### config.mk
export PLATFORM = sky130hd
export DESIGN_NAME = instr_encoder_loader
export DESIGN_NICKNAME = d
export VERILOG_FILES = /design/src/rtl/instr_encoder_loader_pkg.sv /design/src/rtl/instr_encoder_loader_instr_field_packer.sv /design/src/rtl/instr_encoder_loader.sv
export SDC_FILE = /design/constraint.sdc
export NUM_CORES = 1
export LEC_CHECK = 0
export ABC_CLOCK_PERIOD_IN_PS = 8700
export BUFFER_PORTS_ARGS = -buffer_cell sky130_fd_sc_hd__buf_2
export CAP_MARGIN = 20
export CORE_ASPECT_RATIO = 1.4
export CORE_MARGIN = 5
export CORE_UTILIZATION = 53
export CTS_CLUSTER_DIAMETER = 80
export DETAILED_ROUTE_END_ITERATION = 16
export PLACE_DENSITY_LB_ADDON = 0.1
export RECOVER_POWER = 50
export SYNTH_ARGS = -nofsm -noshare
export SYNTH_HDL_FRONTEND = slang
export SYNTH_HIERARCHICAL = 1
export SYNTH_SLANG_ARGS = --single-unit
### constraint.sdc
create_clock -name clk -period 8.7 [get_ports clk]
set_input_delay 0.87 -clock clk [delete_from_list [all_inputs] [get_ports clk]]
set_output_delay 0.87 -clock clk [all_outputs]
set_load 0.02 [all_outputs]
### src/rtl/instr_encoder_loader_pkg.sv
// Shared constants and types for the instruction encoder / program loader.
package instr_encoder_loader_pkg;

  // Instruction format selector values
  localparam logic [2:0] FMT_R = 3'd0;
  localparam logic [2:0] FMT_I = 3'd1;
  localparam logic [2:0] FMT_S = 3'd2;
  localparam logic [2:0] FMT_B = 3'd3;
  localparam logic [2:0] FMT_U = 3'd4;
  localparam logic [2:0] FMT_J = 3'd5;

  // Error codes reported on err_code
  localparam logic [1:0] ERR_NONE = 2'b00;
  localparam logic [1:0] ERR_IMM  = 2'b01;
  localparam logic [1:0] ERR_FMT  = 2'b10;
  localparam logic [1:0] ERR_OPC  = 2'b11;

  // Loader FSM states
  typedef enum logic [1:0] {
    ST_IDLE = 2'd0,
    ST_ENC  = 2'd1,
    ST_WR   = 2'd2,
    ST_ERR  = 2'd3
  } state_e;

endpackage

### src/rtl/instr_encoder_loader_instr_field_packer.sv
// Combinational RV32I field packer: builds the instruction word for the given
// format and classifies the bundle as legal or as one of three error kinds.
module instr_field_packer
  import instr_encoder_loader_pkg::*;
(
  input  logic [2:0]  fmt,
  input  logic [6:0]  opcode,
  input  logic [4:0]  rd,
  input  logic [4:0]  rs1,
  input  logic [4:0]  rs2,
  input  logic [2:0]  funct3,
  input  logic [6:0]  funct7,
  input  logic [31:0] imm,
  output logic [31:0] word,
  output logic [1:0]  err
);

  logic fmt_ok;
  logic imm_ok;

  // I/S/B immediates are 12-bit signed values: bits 31..11 must all match.
  logic fits12;
  // J immediates are 20-bit signed halfword offsets: bits 31..19 must all match.
  logic fits20;

  assign fits12 = (&imm[31:11]) | ~(|imm[31:11]);
  assign fits20 = (&imm[31:19]) | ~(|imm[31:19]);

  // Field placement per format, then error classification (fmt > opcode > imm)
  always_comb begin
    word   = '0;
    err    = ERR_NONE;
    fmt_ok = 1'b1;
    imm_ok = 1'b1;
    case (fmt)
      FMT_R: word = {funct7, rs2, rs1, funct3, rd, opcode};
      FMT_I: begin
        word   = {imm[11:0], rs1, funct3, rd, opcode};
        imm_ok = fits12;
      end
      FMT_S: begin
        word   = {imm[11:5], rs2, rs1, funct3, imm[4:0], opcode};
        imm_ok = fits12;
      end
      FMT_B: begin
        // imm is already the halfword offset, so imm[k] lands where the
        // decoder expects byte-offset bit k+1.
        word   = {imm[11], imm[9:4], rs2, rs1, funct3, imm[3:0], imm[10], opcode};
        imm_ok = fits12;
      end
      FMT_U: begin
        word   = {imm[31:12], rd, opcode};
        imm_ok = (imm[11:0] == 12'd0);
      end
      FMT_J: begin
        word   = {imm[19], imm[9:0], imm[10], imm[18:11], rd, opcode};
        imm_ok = fits20;
      end
      default: fmt_ok = 1'b0;
    endcase

    if (!fmt_ok) begin
      err = ERR_FMT;
    end else if (opcode[1:0] != 2'b11) begin
      err = ERR_OPC;
    end else if (!imm_ok) begin
      err = ERR_IMM;
    end
  end

endmodule

### src/rtl/instr_encoder_loader.sv
// Program loader: accepts instruction field bundles, encodes them into RV32I
// words and writes them to instruction memory at an auto-incrementing address.
module instr_encoder_loader
  import instr_encoder_loader_pkg::*;
#(
  parameter int N         = 32,
  parameter int ADDR_W    = 8,
  parameter int BASE_ADDR = 0
) (
  input  logic              clk,
  input  logic              rst,
  input  logic              start,
  input  logic              in_valid,
  output logic              in_ready,
  input  logic [2:0]        in_fmt,
  input  logic [6:0]        in_opcode,
  input  logic [4:0]        in_rd,
  input  logic [4:0]        in_rs1,
  input  logic [4:0]        in_rs2,
  input  logic [2:0]        in_funct3,
  input  logic [6:0]        in_funct7,
  input  logic [N-1:0]      in_imm,
  output logic              mem_we,
  input  logic              mem_ready,
  output logic [ADDR_W-1:0] mem_addr,
  output logic [N-1:0]      mem_wdata,
  output logic              err_valid,
  output logic [1:0]        err_code,
  output logic              wrapped,
  output logic              busy
);

  localparam logic [ADDR_W-1:0] BASE     = ADDR_W'(BASE_ADDR);
  localparam logic [ADDR_W-1:0] ADDR_MAX = '1;

  state_e            state_q, state_d;
  logic [ADDR_W-1:0] addr_q, addr_d;
  logic              wrapped_q, wrapped_d;
  logic [N-1:0]      wdata_q, wdata_d;
  logic [1:0]        err_code_q, err_code_d;

  // Registered field bundle (datapath only, no reset needed)
  logic [2:0]   fmt_q, fmt_d;
  logic [6:0]   opcode_q, opcode_d;
  logic [4:0]   rd_q, rd_d;
  logic [4:0]   rs1_q, rs1_d;
  logic [4:0]   rs2_q, rs2_d;
  logic [2:0]   funct3_q, funct3_d;
  logic [6:0]   funct7_q, funct7_d;
  logic [N-1:0] imm_q, imm_d;

  logic [31:0] pk_word;
  logic [1:0]  pk_err;

  instr_field_packer u_packer (
    .fmt    (fmt_q),
    .opcode (opcode_q),
    .rd     (rd_q),
    .rs1    (rs1_q),
    .rs2    (rs2_q),
    .funct3 (funct3_q),
    .funct7 (funct7_q),
    .imm    (imm_q),
    .word   (pk_word),
    .err    (pk_err)
  );

  // Next-state, address counter, wrap flag, write data and error code
  always_comb begin
    state_d    = state_q;
    addr_d     = addr_q;
    wrapped_d  = wrapped_q;
    wdata_d    = wdata_q;
    err_code_d = err_code_q;
    fmt_d      = fmt_q;
    opcode_d   = opcode_q;
    rd_d       = rd_q;
    rs1_d      = rs1_q;
    rs2_d      = rs2_q;
    funct3_d   = funct3_q;
    funct7_d   = funct7_q;
    imm_d      = imm_q;
    case (state_q)
      ST_IDLE: begin
        // start wins over a simultaneous handshake; the bundle stays pending
        if (start) begin
          addr_d    = BASE;
          wrapped_d = 1'b0;
        end else if (in_valid) begin
          fmt_d    = in_fmt;
          opcode_d = in_opcode;
          rd_d     = in_rd;
          rs1_d    = in_rs1;
          rs2_d    = in_rs2;
          funct3_d = in_funct3;
          funct7_d = in_funct7;
          imm_d    = in_imm;
          state_d  = ST_ENC;
        end
      end
      ST_ENC: begin
        if (pk_err == ERR_NONE) begin
          wdata_d = pk_word;
          state_d = ST_WR;
        end else begin
          err_code_d = pk_err;
          state_d    = ST_ERR;
        end
      end
      ST_WR: begin
        if (mem_ready) begin
          addr_d  = addr_q + ADDR_W'(1);
          state_d = ST_IDLE;
          if (addr_q == ADDR_MAX) begin
            wrapped_d = 1'b1;
          end
        end
      end
      ST_ERR:  state_d = ST_IDLE;
      default: state_d = ST_IDLE;
    endcase
  end

  // Control state with asynchronous reset
  always_ff @(posedge clk or posedge rst) begin
    if (rst) begin
      state_q    <= ST_IDLE;
      addr_q     <= BASE;
      wrapped_q  <= 1'b0;
      wdata_q    <= '0;
      err_code_q <= ERR_NONE;
    end else begin
      state_q    <= state_d;
      addr_q     <= addr_d;
      wrapped_q  <= wrapped_d;
      wdata_q    <= wdata_d;
      err_code_q <= err_code_d;
    end
  end

  // Field bundle capture
  always_ff @(posedge clk) begin
    fmt_q    <= fmt_d;
    opcode_q <= opcode_d;
    rd_q     <= rd_d;
    rs1_q    <= rs1_d;
    rs2_q    <= rs2_d;
    funct3_q <= funct3_d;
    funct7_q <= funct7_d;
    imm_q    <= imm_d;
  end

  // Outputs decoded straight from state so reset drops mem_we at once
  assign in_ready  = (state_q == ST_IDLE);
  assign mem_we    = (state_q == ST_WR);
  assign err_valid = (state_q == ST_ERR);
  assign busy      = (state_q != ST_IDLE);
  assign mem_addr  = addr_q;
  assign mem_wdata = wdata_q;
  assign err_code  = err_code_q;
  assign wrapped   = wrapped_q;

endmodule

==> key figures, run 1 <==
Synthesis
  • Synth cell types: 44
  • Ranking of synthesized cells by area: edfxtp_1 41%, dfrtp_1 23%, mux2_2 7.3%, mux2i_1 6.3%, mux2_1 2.1%
  • Synth top area share: 40.9%
  • Top-count cell post-synth: edfxtp_1
  • Synth cell count leaders: 67 x edfxtp_1, 45 x dfrtp_1, 32 x mux2_2, 31 x mux2i_1
  • Async S/R FF share, synth: 40.2%
  • Mapped Cells: 358
  • Number of flops mapped to enable cells by yosys: 67
  • Register bit total from synthesis: 112
  • Post-Synthesis Net Count: 431
  • Synthesized area: 4920 sq um
  • Register area share after synthesis: 63.8%
  • Synth warnings: 6
  • Synth area leader: edfxtp_1
  • Main synth FF type: edfxtp_1
  • Post-Synthesis Mean Instance Area: 13.7 sq um

GRT
  • Largest net degree at the start of global routing: 68
  • Congestion Overflow GR: 0
  • Global-route wire length before repair: 16.8 mm
  • Initial antenna violation count: 0
  • Vias in the first global route: 3370
  • All-Layer GR Usage: 19.1%

Power and ir drop
  • IR drop worst, VDD: 0.276 mV
  • Sw Share: 32.8%
  • Leakage: 2.57 nW
  • P_sw: 0.532 mW
  • Comb power frac: 26.9%
  • Clock Power Share: 24.5%
  • Flop pwr share: 48.6%
  • Power per Cell Area: 277 nW/um^2
  • Internal Dissipation: 1.09 mW
  • Overall Power: 1.62 mW

Critical path
  • Worst reg2reg setup slack: 5.37 ns
  • CP required: 8.92 ns
  • Arrival time worst endpoint: 3.55 ns
  • Crit Path Class: reg -> reg
  • Delay of the slowest cell on the worst path: 0.84 ns
  • Critical-path cell list: nand2b_1 > a21o_1 > nor4_1 > a211oi_1 > nor3_4 > buf_4 > mux2_2
  • Slowest-stage cell, CP: edfxtp_1
  • Worst r2r src: fmt_q[1]
  • Worst Path Max Fanout: 23
  • Reg2reg path depth: 7
  • Endpoint class of the critical path: flip-flop
  • Worst flop-to-flop path endpoint: mem_wdata[5]
  • Startpoint Class: flip-flop

Layout
  • Synth-to-layout area growth: 19.2%
  • Design area: 5870 sq um
  • Final core utilization: 65.0%
  • Fill cell count: 727
  • Fraction of layout cells with a size suffix above 1: 33.7%
  • # diodes: 0
  • Non-Filler Instances: 588
  • Nets@finish: 549

Floorplanning
  • Core area: 9030 sq um
  • Die H: 124 um
  • I/O Pins: 119
  • Die W: 91.4 um
  • Die area: 11300 sq um
  • Rows: 41
  • Initial Util: 54.5%

Clock tree
  • TritonCTS buffer count: 9
  • CTS tree: done
  • Postcts setup bufs: 0
  • CTS Sinks: 112
  • CTS H-tree lvls: 3
  • Hold_buf cts: 0
  • Clock Latency Late Sink: 0.34 ns
  • Clock slew at reported path FFs: 0.07 ns
  • Clock Path Buffers: 2
  • CTS root buffer: clkbuf_16
  • # resized after CTS: 0

Run status
  • Failing checks: max-capacitance violations, max-slew violations
  • Outcome: complete, but fails checks

Drt
  • Drt first pass iters: 4
  • Number of DRC markers in iteration 0: 144
  • DR vias/cell: 5.62
  • Routed Antenna Nets: 0
  • Residual DRC count: 0
  • Routed wire length: 10.7 mm
  • Vias: 3302
  • WL/cell: 18.2 um

Timing
  • Tmin final: 3.33 ns
  • Period utilisation layout: 38.3%
  • Final setup margin: 5.37 ns
  • F_max: 0.300 GHz
  • Setup TNS: 0 ns
  • Hold slack: 0.379 ns
  • Endpoints failing setup: 0
  • Max-slew violations: 44
  • Fin. Hold Viols: 0
  • Slew at the pin closest to its max-slew limit: 2.40 ns
  • Clock Skew: 0.00748 ns
  • RSZ-0062 raised after global routing: false
  • Max-slew headroom: -59.9%

Placed design
  • Post-DP Area: 5600 sq um
  • Post-DP HPWL: 7.83 mm
  • Number of port buffers: 118
  • Place WS: 5.39 ns
  • Placed insts: 571
  • RePlAce Congestion: 0.761

Job
  • Max-cap violations: 1

Hold path
  • HP Class: in -> async
==> sequential cells by signal (all words and copies together), names as in the netlist <==
name / count
err_code: 2
fmt_q: 3
funct3_q: 3
funct7_q: 7
imm_q: 32
mem_addr: 8
mem_wdata: 32
opcode_q: 7
rd_q: 5
rs1_q: 5
rs2_q: 5
state_q: 2
wrapped: 1
==> final cells by class <==
type	instances	area, sq um	share of cell area [%]
flip-flops and latches	112	3140	53.5
multi-input cells	215	1650	28.1
repair buffers	123	603	10.3
clock buffers	10	229	3.90
well taps	107	134	2.28
clock inverters	6	60.1	1.02
inverters	15	56.3	0.959
==> layout by cell type, fill, tap and decap left out, types with 6 or more instances in the layout <==
cell / n
a21oi_1: 17
and2_1: 8
buf_2: 101
clkbuf_1: 19
clkbuf_16: 9
dfrtp_1: 45
edfxtp_1: 67
inv_1: 13
mux2_1: 9
mux2_2: 32
mux2i_1: 31
nand2_1: 14
nand3_1: 6
nand4_1: 7
nor2_1: 17
nor4_1: 6
o21ai_1: 8
o22ai_1: 14
==> cell families after synthesis <==
family | after synthesis | share of synthesized area (%)
DFF | 112 | 63.8
and+or+nand+nor | 79 | 9.20
muxes | 72 | 15.7
AOI/OAI and AO/OA | 63 | 8.13
buffers and inverters | 31 | 2.97
adders and majority gates | 1 | 0.254
==> worst max path at each step <==
stage / from / to / slack [ns] / cells past startpoint
after floorplan: state_q[0] / fmt_q[0] / 2.03 / 4
after global placement: fmt_q[1] / mem_wdata[30] / 5.49 / 7
after detailed placement: fmt_q[1] / mem_wdata[27] / 5.39 / 7
after CTS: fmt_q[1] / mem_wdata[27] / 5.37 / 7
after global routing: fmt_q[1] / mem_wdata[5] / 5.10 / 7
final: fmt_q[1] / mem_wdata[5] / 5.37 / 7
==> power by group through the flow <==
stage                     clock network (mW)  registers (mW)  logic [mW]
after floorplan                            0           0.868       0.213
after global placement                     0           0.794       0.441
after detailed placement                   0           0.800       0.449
after CTS                              0.406           0.790       0.451
after global routing                   0.427           0.805       0.476
final                                  0.398           0.788       0.437
==> layer usage <==
metal / vias up / GRT usage [%] / part of all wire [%]
li1: 1590 / - / -
met1: 1596 / 21.7 / 37
met2: 100 / 35.1 / 55
met3: 16 / 3.93 / 5.3
met4: 0 / 7.34 / 1.7
met5: - / 0 / 0
==> worst max-delay path, delay by kind of cell (launching register included) <==
| family | cells | cell delay [ns] |
|---|---|---|
| simple gates | 3 | 1.15 |
| compound gates | 2 | 0.46 |
| mux | 1 | 0.37 |
| buf+inv | 1 | 0.39 |
| flops | 1 | 0.84 |
(Power assumes the default switching activity.)
==> run 2, diff against run 1 <==
ABC_CLOCK_PERIOD_IN_PS = 3400   (was 8700)
clock period = 3.4 ns   (was 8.7 ns; I/O delays follow)
==> run 2 against run 1 <==
The run still ends with max-capacitance violations, max-slew violations left. Final cell count shrank 0.17%. Die area is the same. Power grew to 2.6 times the previous value. Count of clock-buffer cells in the layout grew 2. Critical path type unchanged. Highest routed layer unchanged.
==> key figures, run 2 (synthesized netlist as in run 1, its figures left out) <==
Run status
  • Outcome: complete, but fails checks
  • Failing checks: max-capacitance violations, max-slew violations

Clock tree
  • Clock slew at reported path FFs: 0.07 ns
  • Postcts setup bufs: 0
  • Clock Latency Late Sink: 0.35 ns
  • Clock Path Buffers: 2
  • # resized after CTS: 0
  • TritonCTS buffer count: 9
  • CTS Sinks: 112
  • CTS root buffer: clkbuf_16
  • Hold_buf cts: 0
  • CTS H-tree lvls: 3
  • CTS tree: done

Drt
  • Routed Antenna Nets: 0
  • Number of DRC markers in iteration 0: 131
  • Routed wire length: 11.0 mm
  • Drt first pass iters: 4
  • Residual DRC count: 0
  • DR vias/cell: 5.64
  • Vias: 3312
  • WL/cell: 18.7 um

Timing
  • Setup TNS: 0 ns
  • Clock Skew: 0.00834 ns
  • Fin. Hold Viols: 0
  • RSZ-0062 raised after global routing: false
  • Final setup margin: 0.728 ns
  • Tmin final: 2.67 ns
  • Period utilisation layout: 78.6%
  • Max-slew headroom: -17.5%
  • Slew at the pin closest to its max-slew limit: 1.76 ns
  • Max-slew violations: 46
  • F_max: 0.374 GHz
  • Hold slack: 0.162 ns
  • Endpoints failing setup: 0

Placed design
  • Place WS: 0.744 ns
  • Placed insts: 572
  • RePlAce Congestion: 0.835
  • Post-DP Area: 5620 sq um
  • Post-DP HPWL: 7.95 mm
  • Number of port buffers: 118

Layout
  • Fill cell count: 735
  • Nets@finish: 549
  • Design area: 5890 sq um
  • Non-Filler Instances: 587
  • Synth-to-layout area growth: 19.6%
  • Fraction of layout cells with a size suffix above 1: 31.5%
  • Most common cell after layout, fill and taps aside: buf_2
  • # diodes: 0
  • Final core utilization: 65.2%
  • Most frequent cells in the layout: 91 x buf_2, 67 x edfxtp_1, 45 x dfrtp_1
  • Register cell area after layout: 3140 sq um
  • Area of the multi-input gates: 1660 sq um

Critical path
  • Arrival time worst endpoint: 2.90 ns
  • Largest delay share family, worst path: simple AND/OR/NAND/NOR gates
  • Critical Path Source: imm_q[10]
  • Critical-path cell list: nor4_1 > nand3_1 > a2111oi_2 > a211oi_1 > nor3_4 > buf_12 > mux2_2
  • Startpoint Class: flip-flop
  • Worst reg2reg setup slack: 0.73 ns
  • Worst flop-to-flop path endpoint: mem_wdata[8]
  • CP required: 3.63 ns
  • Bufs and invs on worst path: 1
  • Critical path depth: 7
  • Crit Path Class: reg -> reg
  • Worst r2r src: imm_q[10]
  • Delay of the slowest cell on the worst path: 0.44 ns
  • Worst setup path end: mem_wdata[8]
  • Worst Path Max Fanout: 26
  • Slowest-stage cell, CP: edfxtp_1
  • Reg2reg path depth: 7
  • Endpoint class of the critical path: flip-flop

Floorplanning
  • Die area: 11300 sq um
  • Die W: 91.4 um
  • Initial Util: 54.5%
  • I/O Pins: 119
  • Core area: 9030 sq um
  • Die H: 124 um
  • Rows: 41

Job
  • Max-cap violations: 1

Hold path
  • HP Class: in -> reg
  • Hold path depth: 1

GRT
  • Congestion Overflow GR: 0
  • Global-route wire length before repair: 17.2 mm
  • Vias in the first global route: 3440
  • All-Layer GR Usage: 19.6%
  • Largest net degree at the start of global routing: 68
  • Initial antenna violation count: 0

Power and ir drop
  • Power per Cell Area: 714 nW/um^2
  • Overall Power: 4.20 mW
  • IR drop worst, VDD: 0.499 mV
  • Leakage: 2.56 nW
[run 2: routing by layer]
layer / GRT usage (%) / vias to the layer above / part of all wire [%]
li1: - / 1582 / -
met1: 21.9 / 1603 / 38
met2: 35.1 / 110 / 53
met3: 4.71 / 17 / 5.8
met4: 8.99 / 0 / 2.8
met5: 0 / - / 0
[run 2: final cells by class]
class	instances	share of cell area, %
well taps	107	2.27
multi-input cells	215	28.1
clock inverters	3	0.701
clock buffers	12	4.38
repair buffers	123	10.3
inverters	15	0.956
flip-flops and latches	112	53.3
[run 2: worst reg2reg max path: cells and delay by family, from the launching register on]
kind	cells	cell delay (ns)
buffers and inverters	1	0.26
and+or+nand+nor	3	0.97
muxes	1	0.37
DFF	1	0.44
AOI/OAI and AO/OA	2	0.52
[run 2: power by group]
part / switching, mW / internal (mW)
combinational: 0.691 / 0.435
sequential: 0.236 / 1.78
clock: 0.454 / 0.612
[run 2: worst min-delay path by stage]
| stage | from | endpoint |
|---|---|---|
| 2_1_floorplan | in_fmt[0] | fmt_q[0] |
| 3_3_place_gp | wrapped | wrapped |
| 3_5_place_dp | wrapped | wrapped |
| 4_1_cts | in_imm[22] | imm_q[22] |
| 5_1_grt | in_funct7[6] | funct7_q[6] |
| 6_report | in_funct7[2] | funct7_q[2] |
==> run 3, diff against run 2 <==
ABC_CLOCK_PERIOD_IN_PS = 2600   (was 3400)
clock period = 2.6 ns   (was 3.4 ns; I/O delays follow)
==> run 3 against run 2 <==
Critical path type unchanged. The run now ends clean. Largest power group unchanged. Sequential cell count stayed put. Largest cell class unchanged. Global-route usage fell by 0.14 points. Sequential share of layout area shrank 0.67 points. Core utilization rose by 0.83 points. Final cell count is 1.2% higher. Worst hold slack got worse by 0.075 ns. Setup slack got worse by 0.56 ns.
==> key figures, run 3 (synthesized netlist as in run 1, its figures left out) <==
Run status
  • Outcome: finished clean

Hold path
  • HP Class: in -> reg
  • Hold path depth: 1
  • Min-delay src: in_rd[3]
  • Hold EP: rd_q[3]

Timing
  • Final setup margin: 0.171 ns
  • Endpoints failing setup: 0
  • Fin. Hold Viols: 0
  • Tmin final: 2.43 ns
  • Period utilisation layout: 93.4%
  • Clock Skew: 0.00731 ns
  • F_max: 0.412 GHz
  • Slew at the pin closest to its max-slew limit: 1.06 ns
  • Max-slew headroom: 29.5%
  • Max-slew violations: 0

Layout
  • Synth-to-layout area growth: 21.2%
  • Nets@finish: 555
  • Most frequent cells in the layout: 91 x buf_2, 67 x edfxtp_1, 45 x dfrtp_1
  • Most common cell after layout, fill and taps aside: buf_2
  • # diodes: 0
  • Final core utilization: 66.1%
  • Fraction of layout cells with a size suffix above 1: 32.9%

Power and ir drop
  • Sw Share: 32.5%
  • Flop pwr share: 47.3%
  • IR drop worst, VDD: 0.629 mV
  • Comb power frac: 26.9%
  • P_sw: 1.80 mW
  • Clock Power Share: 25.7%
  • Power per Cell Area: 931 nW/um^2
  • Internal Dissipation: 3.75 mW
  • Overall Power: 5.55 mW
  • Leakage: 2.58 nW

Drt
  • Routed wire length: 10.7 mm
  • Drt first pass iters: 4
  • WL/cell: 18.1 um
  • Number of DRC markers in iteration 0: 162
  • Routed Antenna Nets: 0
  • DR vias/cell: 5.63
  • Residual DRC count: 0
  • Vias: 3342

GRT
  • Vias in the first global route: 3415
  • All-Layer GR Usage: 19.4%
  • Initial antenna violation count: 0
  • Largest net degree at the start of global routing: 68
  • Congestion Overflow GR: 0
  • Global-route wire length before repair: 16.9 mm

Critical path
  • Slowest-stage cell, CP: edfxtp_1
  • Bufs and invs on worst path: 1
  • Endpoint class of the critical path: flip-flop
  • Arrival time worst endpoint: 2.66 ns
  • Critical Path Source: imm_q[9]
  • Worst flop-to-flop path endpoint: mem_wdata[1]
  • Worst reg2reg setup slack: 0.17 ns
  • Worst Path Max Fanout: 15
  • Critical-path cell list: nor4_2 > nand3_1 > a2111oi_2 > a211oi_1 > nor3_4 > buf_4 > mux2_2
  • Largest delay share family, worst path: simple AND/OR/NAND/NOR gates
  • Startpoint Class: flip-flop
  • Crit Path Class: reg -> reg
  • Reg2reg path depth: 7
  • Worst r2r src: imm_q[9]
  • CP required: 2.83 ns
  • Delay of the slowest cell on the worst path: 0.45 ns

Job
  • Max-cap violations: 0

Placed design
  • RePlAce Congestion: 0.788
  • Post-DP HPWL: 8.00 mm
  • Place WS: 0.137 ns
  • Number of port buffers: 118

Floorplanning
  • Initial Util: 54.5%
  • Core area: 9030 sq um
  • Die H: 124 um
  • Die W: 91.4 um
  • Die area: 11300 sq um
  • I/O Pins: 119
  • Rows: 41

Clock tree
  • CTS Sinks: 112
  • CTS root buffer: clkbuf_16
  • Clock Latency Late Sink: 0.34 ns
  • Clock Path Buffers: 2
  • Clock slew at reported path FFs: 0.07 ns
  • TritonCTS buffer count: 9
  • Postcts setup bufs: 0
  • CTS H-tree lvls: 3
  • CTS tree: done
-- run 3: cell types whose count changed in the layout (fill, tap and decap cells not counted), sizes merged --
cell         previous run  this run
bufinv                  1         2
buf                    96       100
clkinv                  1         2
clkinvlp                0         2
dlygate4sd3             0         1
inv                    16        15
clkbuf                 39        38
-- run 3: how the worst max path moves through the flow --
stage / to / slack, ns / depth (start not counted)
6_report: mem_wdata[1] / 0.17 / 7
4_1_cts: mem_wdata[6] / 0.11 / 7
3_3_place_gp: mem_wdata[5] / 0.15 / 7
5_1_grt: mem_wdata[9] / -0.00003 / 7
3_5_place_dp: mem_wdata[6] / 0.14 / 7
2_1_floorplan: fmt_q[0] / -0.40 / 4
-- run 3: layout make-up --
cell class | count | area, sq um
tap | 107 | 134
multi-input combinational | 215 | 1670
fill | 725 | 3060
clock buffer | 10 | 229
inverter | 15 | 58.8
timing repair buffer | 129 | 652
clock inverter | 6 | 83.8
sequential | 112 | 3140
-- run 3: layer usage --
metal	up-vias	global-route usage, %	part of all wire, %
met5	-	0	0
met4	0	9.27	2.9
met3	24	4.53	5.7
met2	113	35.2	53
met1	1603	21.4	38
li1	1602	-	-
-- run 3: through the flow --
step	cells	hold slack (ns)	TNS [ns]	cell area (sq um)
6_report	594	0.0866	0	5960
5_1_grt	594	0.0718	-0.0000278	5960
4_1_cts	592	0.0725	0	5980
3_5_place_dp	576	0.438	0	5660
3_3_place_gp	576	0.436	0	5660
2_1_floorplan	358	0.359	-26.99	4960
-- run 3: timing repair --
action | 4_1_cts | 5_1_grt
hold buffers | 0 | 1
setup endpoints to repair | 0 | 28
gates resized for setup | 0 | 1
hold endpoints to repair | 0 | 3
-- run 3: power groups by stage --
| stage | registers (mW) | clock network (mW) | logic, mW |
|---|---|---|---|
| 2_1_floorplan | 2.89 | 0 | 0.762 |
| 3_3_place_gp | 2.65 | 0 | 1.52 |
| 3_5_place_dp | 2.66 | 0 | 1.56 |
| 4_1_cts | 2.63 | 1.46 | 1.56 |
| 5_1_grt | 2.68 | 1.53 | 1.63 |
| 6_report | 2.63 | 1.43 | 1.50 |
